<file path="config.mk">
export PLATFORM = sky130hd
export DESIGN_NAME = mbist_data_gen
export DESIGN_NICKNAME = d
export VERILOG_FILES = /design/src/rtl/mbist_pkg.sv /design/src/rtl/mbist_lfsr.sv /design/src/rtl/mbist_data_gen.sv
export SDC_FILE = /design/constraint.sdc
export NUM_CORES = 1
export LEC_CHECK = 0
export ABC_AREA = 1
export ABC_CLOCK_PERIOD_IN_PS = 1300
export CORE_AREA = 4 4 91 93
export CTS_CLUSTER_DIAMETER = 200
export DETAILED_ROUTE_END_ITERATION = 10
export DIE_AREA = 0 0 95 97
export HOLD_SLACK_MARGIN = 0.08
export SYNTH_ARGS = -nofsm -noshare
export SYNTH_HDL_FRONTEND = slang
export SYNTH_SLANG_ARGS = --single-unit
</file>
<file path="constraint.sdc">
create_clock -name CLK -period 1.3 [get_ports CLK]
set_input_delay 0.195 -clock CLK [delete_from_list [all_inputs] [get_ports CLK]]
set_output_delay 0.195 -clock CLK [all_outputs]
set_load 0.1 [all_outputs]
</file>
<file path="src/rtl/mbist_pkg.sv">
// Shared MBIST constants: pattern codes and default LFSR taps.
// Imported by the data generator and the LFSR.
package mbist_pkg;

  localparam logic [2:0] PAT_SOLID  = 3'd0;
  localparam logic [2:0] PAT_COLSTR = 3'd1;
  localparam logic [2:0] PAT_CHKB   = 3'd2;
  localparam logic [2:0] PAT_ROWSTR = 3'd3;
  localparam logic [2:0] PAT_ADDR   = 3'd4;
  localparam logic [2:0] PAT_WALK   = 3'd5;
  localparam logic [2:0] PAT_LFSR   = 3'd6;
  localparam logic [2:0] PAT_RSVD   = 3'd7;

  localparam logic [31:0] LFSR_TAPS_8  = 32'h0000_00B8;
  localparam logic [31:0] LFSR_TAPS_16 = 32'h0000_B400;
  localparam logic [31:0] LFSR_TAPS_32 = 32'hA300_0000;

  function automatic logic [31:0] default_taps(input int w);
    logic [31:0] t;
    t = LFSR_TAPS_8;
    if (w == 16) t = LFSR_TAPS_16;
    if (w == 32) t = LFSR_TAPS_32;
    return t;
  endfunction

endpackage

</file>
<file path="src/rtl/mbist_lfsr.sv">
// Galois LFSR with synchronous seed reload; zero seed becomes 1.
// Shared by the data and address generators.
module mbist_lfsr
  import mbist_pkg::*;
#(
  parameter int              DATA_W = 8,
  parameter logic [DATA_W-1:0] TAPS =
    DATA_W'(default_taps(DATA_W)),
  parameter logic [DATA_W-1:0] SEED = DATA_W'(8'hA5)
) (
  input  logic              CLK,
  input  logic              nRESET,
  input  logic              load,
  input  logic              step,
  output logic [DATA_W-1:0] state
);

  localparam logic [DATA_W-1:0] SEED_EFF =
    (SEED == '0) ? DATA_W'(1) : SEED;

  logic [DATA_W-1:0] state_q;
  logic [DATA_W-1:0] state_d;

  always_comb begin
    state_d = state_q;
    if (load) begin
      state_d = SEED_EFF;
    end else if (step) begin
      state_d = state_q >> 1;
      if (state_q[0]) state_d = state_d ^ TAPS;
    end
  end

  always_ff @(posedge CLK or negedge nRESET) begin
    if (!nRESET) state_q <= SEED_EFF;
    else         state_q <= state_d;
  end

  assign state = state_q;

endmodule

</file>
<file path="src/rtl/mbist_data_gen.sv">
// MBIST data-background generator: write word plus a
// one-cycle-delayed expected copy for the read comparator.
module mbist_data_gen
  import mbist_pkg::*;
#(
  parameter int              DATA_W    = 8,
  parameter int              ADDR_W    = 8,
  parameter logic [DATA_W-1:0] LFSR_TAPS =
    DATA_W'(default_taps(DATA_W)),
  parameter logic [DATA_W-1:0] LFSR_SEED = DATA_W'(8'hA5)
) (
  input  logic              CLK,
  input  logic              nRESET,
  input  logic              START,
  input  logic              DATA_EN,
  input  logic [2:0]        PAT_SEL,
  input  logic              INV,
  input  logic [ADDR_W-1:0] ADDR,
  output logic [DATA_W-1:0] WDATA,
  output logic              DATA_VLD,
  output logic [DATA_W-1:0] EXP_DATA,
  output logic              EXP_VLD,
  output logic              PAT_ERR
);

  localparam int WALK_W = $clog2(DATA_W);
  localparam logic [63:0] STRIPE64 = {32{2'b01}};
  localparam logic [DATA_W-1:0] STRIPE = STRIPE64[DATA_W-1:0];
  localparam logic [WALK_W-1:0] WALK_LAST = WALK_W'(DATA_W-1);

  logic [DATA_W-1:0] wdata_q, wdata_d;
  logic [DATA_W-1:0] exp_q, exp_d;
  logic              vld_q, vld_d;
  logic              expvld_q, expvld_d;
  logic              err_q, err_d;
  logic [WALK_W-1:0] walk_q, walk_d;
  logic [DATA_W-1:0] lfsr_state;
  logic              lfsr_step;
  logic [DATA_W-1:0] addr_data;
  logic [DATA_W-1:0] mask;
  logic [DATA_W-1:0] row;
  logic [DATA_W-1:0] one_hot;

  generate
    if (ADDR_W >= DATA_W) begin : g_addr_trunc
      assign addr_data = ADDR[DATA_W-1:0];
    end else begin : g_addr_ext
      assign addr_data = {{(DATA_W-ADDR_W){1'b0}}, ADDR};
    end
  endgenerate

  assign mask    = {DATA_W{INV}};
  assign row     = {DATA_W{ADDR[0]}};
  assign one_hot = DATA_W'(1) << walk_q;

  mbist_lfsr #(
    .DATA_W (DATA_W),
    .TAPS   (LFSR_TAPS),
    .SEED   (LFSR_SEED)
  ) u_lfsr (
    .CLK    (CLK),
    .nRESET (nRESET),
    .load   (START),
    .step   (lfsr_step),
    .state  (lfsr_state)
  );

  always_comb begin
    wdata_d   = wdata_q;
    vld_d     = 1'b0;
    err_d     = err_q;
    walk_d    = walk_q;
    lfsr_step = 1'b0;
    expvld_d  = vld_q;
    exp_d     = vld_q ? wdata_q : exp_q;
    if (START) begin
      walk_d = '0;
      err_d  = 1'b0;
    end else if (DATA_EN) begin
      vld_d = 1'b1;
      unique case (1'b1)
        (PAT_SEL == PAT_SOLID):  wdata_d = mask;
        (PAT_SEL == PAT_COLSTR): wdata_d = STRIPE ^ mask;
        (PAT_SEL == PAT_CHKB):   wdata_d = STRIPE ^ row ^ mask;
        (PAT_SEL == PAT_ROWSTR): wdata_d = row ^ mask;
        (PAT_SEL == PAT_ADDR):   wdata_d = addr_data ^ mask;
        (PAT_SEL == PAT_WALK): begin
          wdata_d = one_hot ^ mask;
          walk_d  = (walk_q == WALK_LAST) ? '0 : walk_q + 1'b1;
        end
        (PAT_SEL == PAT_LFSR): begin
          wdata_d   = lfsr_state ^ mask;
          lfsr_step = 1'b1;
        end
        default: begin
          wdata_d = '0;
          err_d   = 1'b1;
        end
      endcase
    end
  end

  always_ff @(posedge CLK or negedge nRESET) begin
    if (!nRESET) begin
      wdata_q  <= '0;
      vld_q    <= 1'b0;
      exp_q    <= '0;
      expvld_q <= 1'b0;
      err_q    <= 1'b0;
      walk_q   <= '0;
    end else begin
      wdata_q  <= wdata_d;
      vld_q    <= vld_d;
      exp_q    <= exp_d;
      expvld_q <= expvld_d;
      err_q    <= err_d;
      walk_q   <= walk_d;
    end
  end

  assign WDATA    = wdata_q;
  assign DATA_VLD = vld_q;
  assign EXP_DATA = exp_q;
  assign EXP_VLD  = expvld_q;
  assign PAT_ERR  = err_q;

endmodule
</file>
* Word level (Yosys, flattened, before mapping) *
Index checks and enable logic that the tools add are counted.

storage, ports and cells
  flip-flop bits (word level) = 30

operators by class
  add/subtract/negate cells = 1
  eq/ne operators = 8
  shifts and indexed selects = 1
  multiplexer cells = 16
  bitwise gates (word level) = 9
  reduce and logical (&&, ||, !) cells = 8

operators by type and width
  cell                                                                      count
  8-bit case mux with 7 select lines                                        1
  8-bit XOR                                                                 5
  8-bit 2-to-1 mux                                                          3
  3-bit == test (second input constant)                                     4
  3-bit 2-to-1 mux                                                          4
  1-bit 2-to-1 mux                                                          8
  4-bit NOT                                                                 2
  1-bit by 3-bit << shifter with 8-bit output (first input constant)        1
  7-bit OR reduction                                                        1
  3-bit by 2-bit == test with 1-bit output (second input constant)          2
  2-bit AND reduction                                                       3
  2-bit nonzero test                                                        3
  3-bit NOT with 4-bit output                                               1
  3-bit by 1-bit adder with 3-bit output (second input constant)            1
  3-bit by 1-bit == test with 1-bit output (second input constant)          1
  3-bit logical NOT                                                         1
  2-bit by 1-bit inequality test with 1-bit output (second input constant)  1
  1-bit NOT                                                                 1

* Longest topological paths before layout *
Gate-level depths: netlist of run 1.

  depth after elaboration = 6
  depth in mapped cells = 12
  depth with buffers taken out = 11

* Hierarchy *
A second synthesis of run 1 with hierarchy kept.

second synthesis, totals
  cells, all modules = 243
  area, all modules = 1,943.1 um^2

modules (own cells, without submodules)
  module          instances  cells an instance  area each (um^2)  seq. area each (um^2)
  mbist_data_gen  1          199                1,579.0           550.5
  mbist_lfsr      1          44                 364.1             205.2

* Worst setup path before layout of run 1 *
Ideal clock, no wire load.

  path type = register -> register
  from = reg vld_q (netlist: DATA_VLD)
  to = reg exp_q[0] (netlist: EXP_DATA[0])
  arrival time = 1.621 ns
  required time = 1.174 ns
  slack = -0.447 ns
  stages on the path, launching flop included = 3
  period minus slack after synthesis = 1.747 ns
  cells stage by stage = dfrtp_1 > clkbuf_1 > mux2_2

RTL lines
  element                 line                   text
  start, declared         mbist_data_gen.sv:33   logic vld_q, vld_d;
  start signal, assigned  mbist_data_gen.sv:113  vld_q <= vld_d;
  end signal, assigned    mbist_data_gen.sv:114  exp_q <= exp_d;
  end, declared           mbist_data_gen.sv:32   logic [DATA_W-1:0] exp_q, exp_d;

No word-level cell between the ends.

* Worst setup path after layout of run 1 *
  from = reg walk_q[0]
  to = reg wdata_q[7] (netlist: WDATA[7])

between the ends
  cells in the longest elaborated chain, start to end = 3

ends and longest elaborated chain
  element                                      line                   text
  start, declared                              mbist_data_gen.sv:36   logic [WALK_W-1:0] walk_q, walk_d;
  start signal, assigned                       mbist_data_gen.sv:117  walk_q <= walk_d;
  1-bit by 3-bit << shifter with 8-bit output  mbist_data_gen.sv:54   assign one_hot = DATA_W'(1) << walk_q;
  8-bit XOR                                    mbist_data_gen.sv:88   wdata_d = one_hot ^ mask;
  8-bit case mux with 7 select lines           mbist_data_gen.sv:81   unique case (1'b1)
  end signal, assigned                         mbist_data_gen.sv:112  wdata_q <= wdata_d;
  end, declared                                mbist_data_gen.sv:31   logic [DATA_W-1:0] wdata_q, wdata_d;

No other way between the ends.
A chain may end at the register's enable or synchronous reset.

==> results.ini, run 1 <==
[outcome]
result_of_the_run=complete, but fails checks
failed_checks=negative setup slack

[setup_path]
worstSetupStartpointType=register
r2r_setup_slack_ps=-110
criticalPathCategory=register to register
critical_path_peak_fanout=3
setup.worst_path.end_class=register
crit_path_to=WDATA[7]
timing.critical_path.arrival_ps=1580
cp-startpoint=walk_q[0]
endpoint_of_the_worst_slack_reg_to_reg_timing_path=WDATA[7]
reg2regPathDepth=10
timing.rr.start=walk_q[0]
crit_required_ps=1480

[routing]
routed_wire_length_mm=5.00
drt-wirelength-per-cell_um=12.5
detail_route.first_pass.iterations=4
drt-initial-drc-count=91
viasPerCell=4.51
remaining_routing_drc_violations=0
antenna_left=0
vias=1800

[synthesis]
post-synth-top-count-cell=sky130_fd_sc_hd__nand2_1
synthesized_instance_count=233
top_cells_by_area_in_the_synthesized_netlist=sky130_fd_sc_hd__dfrtp_1 36%, sky130_fd_sc_hd__nand2_1 12%, sky130_fd_sc_hd__nand3_1 9.4%
synthesis.nets=255
synth.lib_cells_used.distinct=30
syn-cell-area_um2=1820
ys_seq_elements=30
postSynth.topFlopCell=sky130_fd_sc_hd__dfrtp_1
synth-warning-count=0
synthesis.area_per_instance_um2=7.79
ys_seq_area_frac=0.416
synth_top_cell_by_area=sky130_fd_sc_hd__dfrtp_1
synthDominantCellAreaShare=0.358
synth_edf_count=0
synth_async_sr_flop_share=1.00
synth_common_cells=60 x sky130_fd_sc_hd__nand2_1, 34 x sky130_fd_sc_hd__nand3_1, 26 x sky130_fd_sc_hd__dfrtp_1

[floorplan]
die_height_um=97
placeableCoreArea_um2=7530
start_util=0.241
num_io_pins=35
std_cell_rows=32
die-width_um=95
die_outline_area_um2=9220

[timing]
clock-skew-final_ps=7.62
fin_ws_ps=-107
finalCritPeriodShare=1.08
slew-limit-headroom=0.812
number_of_failing_setup_endpoints_in_the_final_timing_report=8
final_max_slew_viol_count=0
achievable-frequency_ghz=0.711
report.final.hold_viol_count=0
grt_setup_unrepaired=true
worstMarginPinSlew_ps=280
period_minus_slack_ps=1410

[clocking]
root_buffer=sky130_fd_sc_hd__clkbuf_8
worstSkewPairLatency_ps=290
clkSinkCount=30
cts_max_level=2
cts.reportedPaths.clkPinSlew_ps=70
cts_tree=built
tritoncts.num_buffers=5
clk_path_buf_depth=2

[finish]
sequential_cell_area_um2=762
area_used_by_multi_input_combinational_logic_um2=1050
antenna-diode-count=0
finalNonFillerCells=399
layout-drive-gt1-share=0.401
nets=318
synthToLayoutAreaGrowth_pct=64.9
n_fill_cell=794

[global_routing]
first_global_vias=1685
globalRouteTotalUtil=0.113
initial_antenna_violation_count=0
grt_pass1_wl_mm=8.10
overflow=0
grt_start_max_net_pins=31

[pwr]
pleak_nw=1.41
ir_worst_vdd_uv=491
power_per_cell_area_nw_per_um2=1390

[place]
preCtsSetupSlack_ps=-406
count_of_placed_standard_cells_including_taps=388
port-buffer-count=34
gp_congestion=0.877
detailed_place_hpwl_mm=3.86

[run]
maxCapViolations=0

[hold_path]
worst_hold_path_type=input port to async pin

worst min path at each step:
stage	start	end	slack, ps	cells after the start
2_1_floorplan	nRESET	EXP_DATA[0]	-100	0
3_3_place_gp	u_lfsr.state[7]	u_lfsr.state[7]	480	2
3_5_place_dp	u_lfsr.state[7]	u_lfsr.state[7]	500	2
4_1_cts	nRESET	EXP_DATA[6]	270	2
5_1_grt	nRESET	WDATA[6]	280	2
6_report	nRESET	EXP_DATA[6]	270	2
power by group:
group | leakage (nW) | internal [mW] | total [mW] | switching [mW]
Combinational | 0.966 | 0.654 | 1.75 | 1.10
Sequential | 0.373 | 1.08 | 1.24 | 0.157
Clock | 0.0714 | 0.817 | 1.18 | 0.366
Total | 1.41 | 2.55 | 4.17 | 1.62
cell families (layout without fill, tap and decap cells):
family,Yosys count,after routing,synth area share
simple gates,130,130,0.321
buf+inv,37,101,0.0958
fa+ha+maj,6,6,0.0413
xor+xnor,4,4,0.0193
compound gates,18,18,0.0565
mux,8,8,0.0496
flops,30,30,0.416
layout by cell type (no fill, tap or decap), drive strengths merged, types with 8 or more instances in the layout:
cell type      netlist  layout
dfrtp               26      26
nand4               14      14
nand3               35      35
nor2                18      18
inv                 24      24
o21ai               11      11
clkdlybuf4s50        0      12
mux2                 8       8
nand2               60      60
buf                 10      53
final cells by class:
class	instances	share of cell area
clock buffers	6	0.0276
repair buffers	68	0.269
flip-flops and latches	30	0.255
inverters	25	0.0339
multi-input cells	166	0.352
clock inverters	2	0.0201
well taps	102	0.0426
flip-flops by register name, indices dropped and copies added (netlist names):
name	cells
walk_q	3
WDATA	8
EXP_VLD	1
u_lfsr.state	8
DATA_VLD	1
EXP_DATA	8
PAT_ERR	1
timing repair:
| action | in CTS | in global routing |
|---|---|---|
| endpoints found under the setup margin | 17 | 18 |
| cloned | 0 | 0 |
| buffers inserted | 1 | 2 |
| hold buffers | 0 | 0 |
| resized for setup | 14 | 40 |
| pin swaps | 11 | 22 |
through the flow:
step	hold slack [ps]	TNS [ps]	cell area, um2	util	power, mW
floorplan	-101	0	1830	-	2.26
CTS	275	-682	2860	0.380	4.19
detailed placement	497	-6460	2650	0.352	2.99
global placement	476	-6470	2650	0.352	2.98
global route	280	-1160	2990	0.398	4.33
finish	269	-332	2990	0.398	4.17
per-layer routing:
metal	track usage	up-vias	routed length, um
li1	-	890	-
met5	0	-	0
met4	0.0455	0	135
met2	0.176	50	2330
met1	0.146	848	2240
met3	0.0342	12	300
worst max-delay path, cell delays in order, from the launching register on:
cell and delay (ps):
sky130_fd_sc_hd__dfrtp_2 460, sky130_fd_sc_hd__ha_4 200, sky130_fd_sc_hd__ha_4 150, sky130_fd_sc_hd__nand4_1 70, sky130_fd_sc_hd__nand2_1 70, sky130_fd_sc_hd__inv_1 70, sky130_fd_sc_hd__nand3_1 60, sky130_fd_sc_hd__nand3_1 80
sky130_fd_sc_hd__nand2_1 50, sky130_fd_sc_hd__nand2_1 60, sky130_fd_sc_hd__nand2_1 40
(Power assumes the default switching activity.)
==> run 2, diff against run 1 <==
- SKIP_LAST_GASP: unset -> 1
==> run 2 against run 1 <==
The run still ends with negative setup slack left. Power hardly changed. Largest cell class unchanged. Clock-buffer cell count is the same. Largest power group unchanged. Global-route usage unchanged. First-iteration DRC count up 16%. Highest routed layer unchanged. Final cell count unchanged. Worst setup slack got worse by 5.7 ps.
==> results.ini, run 2 (synthesized netlist as in run 1, its figures left out) <==
[clocking]
root_buffer=sky130_fd_sc_hd__clkbuf_8
cts.reportedPaths.clkPinSlew_ps=70
cts_tree=built
clkSinkCount=30
clk_path_buf_depth=2
holdBufCountCts=0
worstSkewPairLatency_ps=290
cts_max_level=2
tritoncts.num_buffers=5

[timing]
period_minus_slack_ps=1410
clock-skew-final_ps=7.62
achievable-frequency_ghz=0.708
final_max_slew_viol_count=0
slew-limit-headroom=0.812
finalCritPeriodShare=1.09
number_of_failing_setup_endpoints_in_the_final_timing_report=7
report.final.hold_viol_count=0
fin_ws_ps=-112
grt_setup_unrepaired=true
tns_ps=-341
worstMarginPinSlew_ps=281

[setup_path]
endpoint_of_the_worst_slack_reg_to_reg_timing_path=WDATA[7]
reg2regPathDepth=10
timing.critical_path.arrival_ps=1590
cp-startpoint=walk_q[0]
r2r_setup_slack_ps=-110
crit_path_to=WDATA[7]
criticalPathCategory=register to register
worstSetupStartpointType=register
setup.worst_path.end_class=register
timing.rr.start=walk_q[0]
crit_required_ps=1480
critical_path_peak_fanout=3

[floorplan]
placeableCoreArea_um2=7530
num_io_pins=35
std_cell_rows=32
die-width_um=95
start_util=0.241
die_height_um=97
die_outline_area_um2=9220

[routing]
antenna_left=0
drt-wirelength-per-cell_um=12.5
detail_route.first_pass.iterations=4
vias=1799
drt-initial-drc-count=106
routed_wire_length_mm=5.01
viasPerCell=4.51
remaining_routing_drc_violations=0

[outcome]
failed_checks=negative setup slack
result_of_the_run=complete, but fails checks

[finish]
layout-drive-gt1-share=0.384
layout.core_utilization=0.397
n_fill_cell=794
sequential_cell_area_um2=762
antenna-diode-count=0
synthToLayoutAreaGrowth_pct=64.4
most_common_library_cell_in_the_layout_ignoring_fill_and_taps=sky130_fd_sc_hd__nand2_1
nets=318
most-common-layout-cells=54 x sky130_fd_sc_hd__nand2_1, 31 x sky130_fd_sc_hd__buf_4, 26 x sky130_fd_sc_hd__nand3_1, 23 x sky130_fd_sc_hd__dfrtp_1, 20 x sky130_fd_sc_hd__buf_12
area_used_by_multi_input_combinational_logic_um2=1050

[global_routing]
first_global_vias=1685
globalRouteTotalUtil=0.113
initial_antenna_violation_count=0
overflow=0
grt_pass1_wl_mm=8.10
grt_start_max_net_pins=31

[pwr]
pleak_nw=1.41
power_per_cell_area_nw_per_um2=1400
ir_worst_vdd_uv=484

[hold_path]
worst_hold_path_type=input port to async pin

[place]
port-buffer-count=34
gp_congestion=0.877
detailed_place_hpwl_mm=3.86

[run]
maxCapViolations=0

run 2: where the power goes:
part	switching, mW	leakage [nW]	internal (mW)
Sequential	0.157	0.373	1.08
Clock	0.365	0.0714	0.817
Combinational	1.10	0.969	0.653
run 2: through the flow:
step	instance area [um2]	hold slack, ps	total power [mW]	instances	setup WS, ps
final	2990	270	4.17	399	-112
after global routing	2990	280	4.33	399	-210
after detailed placement	2650	497	2.99	388	-406
after global placement	2650	476	2.98	388	-420
after floorplan	1830	-101	2.26	233	8.34
after CTS	2860	275	4.19	397	-113
run 2: how the worst min path moves through the flow:
stage / cells after the start / slack, ps / endpoint / startpoint
6_report: 2 / 270 / EXP_DATA[6] / nRESET
5_1_grt: 2 / 280 / WDATA[6] / nRESET
4_1_cts: 2 / 270 / EXP_DATA[6] / nRESET
3_5_place_dp: 2 / 500 / u_lfsr.state[7] / u_lfsr.state[7]
3_3_place_gp: 2 / 480 / u_lfsr.state[7] / u_lfsr.state[7]
2_1_floorplan: 0 / -100 / EXP_DATA[0] / nRESET
run 2: layer usage:
metal | vias up | wire, um | track usage
met5 | - | 0 | 0
met4 | 0 | 135 | 0.0455
met3 | 12 | 276 | 0.0342
met2 | 50 | 2340 | 0.176
met1 | 845 | 2260 | 0.146
li1 | 892 | - | -
run 2: layout make-up:
| type | instances | area share |
|---|---|---|
| Sequential cell | 30 | 0.255 |
| Clock buffer | 6 | 0.0277 |
| Multi-Input combinational cell | 166 | 0.350 |
| Tap cell | 102 | 0.0427 |
| Inverter | 25 | 0.0339 |
| Clock inverter | 2 | 0.0201 |
| Timing Repair Buffer | 68 | 0.270 |
run 2: worst max-delay path, cell delays in order, from the launching register on:
cell	delay, ps
sky130_fd_sc_hd__dfrtp_2	460
sky130_fd_sc_hd__ha_4	200
sky130_fd_sc_hd__ha_4	150
sky130_fd_sc_hd__nand4_1	70
sky130_fd_sc_hd__nand2_1	70
sky130_fd_sc_hd__inv_1	70
sky130_fd_sc_hd__nand3_1	60
sky130_fd_sc_hd__nand3_1	80
sky130_fd_sc_hd__nand2_1	50
sky130_fd_sc_hd__nand2_1	60
sky130_fd_sc_hd__nand2_1	40
run 2: repair_timing:
action                                  in CTS  in global routing
endpoints found under the setup margin      17                 18
setup buffers                                1                  2
gates resized for setup                     14                 35
gates cloned                                 0                  0
pin swaps                                   11                 22
==> run 3, diff against run 2 <==
- PLACE_DENSITY: unset -> 0.46
==> run 3 against run 2 <==
The flow still finishes with violations (negative setup slack). Wire length decreased by 1.2%. Hold slack improved by 4.7 ps. Die area unchanged. Register-to-register slack improved by 20 ps. Clock skew decreased by 2.8 ps. Critical path depth increased by 1. Sequential cell count unchanged.
==> results.ini, run 3 (synthesized netlist as in run 1, its figures left out) <==
[clocking]
root_buffer=sky130_fd_sc_hd__clkbuf_8
clkSinkCount=30
clk_path_buf_depth=2
holdBufCountCts=0
tritoncts.num_buffers=5
cts_tree=built
cts.reportedPaths.clkPinSlew_ps=70
cts_max_level=2
worstSkewPairLatency_ps=280

[floorplan]
die-width_um=95
start_util=0.241
die_outline_area_um2=9220
num_io_pins=35
std_cell_rows=32
placeableCoreArea_um2=7530
die_height_um=97

[finish]
finalNonFillerCells=402
area_used_by_multi_input_combinational_logic_um2=973
synthToLayoutAreaGrowth_pct=60.4
most-common-layout-cells=58 x sky130_fd_sc_hd__nand2_1, 34 x sky130_fd_sc_hd__buf_4, 31 x sky130_fd_sc_hd__nand3_1, 23 x sky130_fd_sc_hd__dfrtp_1, 21 x sky130_fd_sc_hd__buf_12
layout-drive-gt1-share=0.337
sequential_cell_area_um2=762
antenna-diode-count=0
most_common_library_cell_in_the_layout_ignoring_fill_and_taps=sky130_fd_sc_hd__nand2_1
n_fill_cell=822
layout.core_utilization=0.387
nets=321
final_non_filler_cell_area_um2=2910

[setup_path]
timing.critical_path.slowest_stage_cell=sky130_fd_sc_hd__dfrtp_2
timing.critical_path.slowest_cell_delay_ps=450
criticalPathCategory=register to register
worstSetupStartpointType=register
crit_chain=inv_4, ha_2, nand2_1, inv_1, nand3_1, nand3_1, nand2_1, nand3_1, nand2_1, nand2_1, nand2_1
timing.critical_path.arrival_ps=1560
critical-path-top-cell-by-count=sky130_fd_sc_hd__nand2_1
setup.worst_path.end_class=register
critical_path_peak_fanout=3
crit_required_ps=1470

[timing]
worstMarginPinSlew_ps=287
tns_ps=-385
final_max_slew_viol_count=0
hold-worst-slack_ps=274
achievable-frequency_ghz=0.720
period_minus_slack_ps=1390
slew-limit-headroom=0.808
report.final.hold_viol_count=0
number_of_failing_setup_endpoints_in_the_final_timing_report=7
grt_setup_unrepaired=true
fin_ws_ps=-88.4
finalCritPeriodShare=1.07
clock-skew-final_ps=4.80

[routing]
vias=1753
drt-initial-drc-count=58
remaining_routing_drc_violations=0
detail_route.first_pass.iterations=4
routed_wire_length_mm=4.95
viasPerCell=4.36
antenna_left=0
drt-wirelength-per-cell_um=12.3

[pwr]
ir_worst_vdd_uv=598
pleak_nw=1.40
power_per_cell_area_nw_per_um2=1360

[global_routing]
initial_antenna_violation_count=0
grt_start_max_net_pins=31
first_global_vias=1791
overflow=0
grt_pass1_wl_mm=8.56
globalRouteTotalUtil=0.116

[place]
port-buffer-count=34
count_of_placed_standard_cells_including_taps=392
detailed_place_hpwl_mm=3.89
gp_congestion=0.872
dpl-instance-area_um2=2690

[outcome]
failed_checks=negative setup slack
result_of_the_run=complete, but fails checks

[run]
maxCapViolations=0

[hold_path]
worst_hold_path_type=input port to async pin

==> run 3: cell types whose count changed in the layout (fill, tap and decap cells not counted), sizes merged <==
cell	before	now
dlygate4sd2	2	3
buf	53	56
dlymetal6s2s	1	0
bufinv	2	1
clkbuf	6	7
==> run 3: repair_timing <==
item                                    4_1_cts  5_1_grt
endpoints found under the hold margin         0        0
endpoints found under the setup margin       17       10
pin swaps                                    11        7
buffers inserted                              1        1
cloned                                        0        0
resized for setup                            14       12
==> run 3: path summary, 6_finish.rpt <==
path                                      start               to  slack, ps  cells after the start
worst max register to register        walk_q[0]         WDATA[4]        -90                     11
worst max-delay path                  walk_q[0]         WDATA[4]        -90                     11
worst min-delay path                     nRESET          EXP_VLD        270                      2
min in group CLK                u_lfsr.state[7]  u_lfsr.state[7]        490                      2
worst min register to register  u_lfsr.state[7]  u_lfsr.state[7]        490                      2
max in group asynchronous                nRESET  u_lfsr.state[7]        780                      2
==> run 3: through the flow <==
stage          power [mW]  setup WS, ps
2_1_floorplan        2.26          8.34
3_3_place_gp         3.00          -431
3_5_place_dp         3.01          -445
4_1_cts              4.01         -94.4
5_1_grt              4.15          -194
6_report             3.95         -88.4
==> run 3: worst max-delay path: cells and delay by family, from the launching register on <==
| family | cells | cell delay [ps] |
|---|---|---|
| adders and majority gates | 1 | 180 |
| buffers and inverters | 2 | 140 |
| DFF | 1 | 450 |
| and+or+nand+nor | 8 | 510 |
==> run 3: layout make-up <==
cell class,count,share of cell area
Inverter,25,0.0339
Multi-Input combinational cell,166,0.334
Timing Repair Buffer,71,0.286
Sequential cell,30,0.262
Tap cell,102,0.0438
Clock inverter,1,0.0103
Clock buffer,7,0.0297
==> run 3: layer usage <==
layer / wire length (um) / global-route usage
met4: 68 / 0.0322
met1: 2370 / 0.155
met3: 191 / 0.0233
met5: 0 / 0
met2: 2320 / 0.190
==> run 3: power by group <==
group          leakage [nW]  switching, mW  total [mW]  internal (mW)
combinational         0.966           1.09        1.75          0.658
sequential            0.373          0.152        1.23           1.08
clock                0.0585          0.349       0.973          0.624
total                  1.40           1.59        3.95           2.36
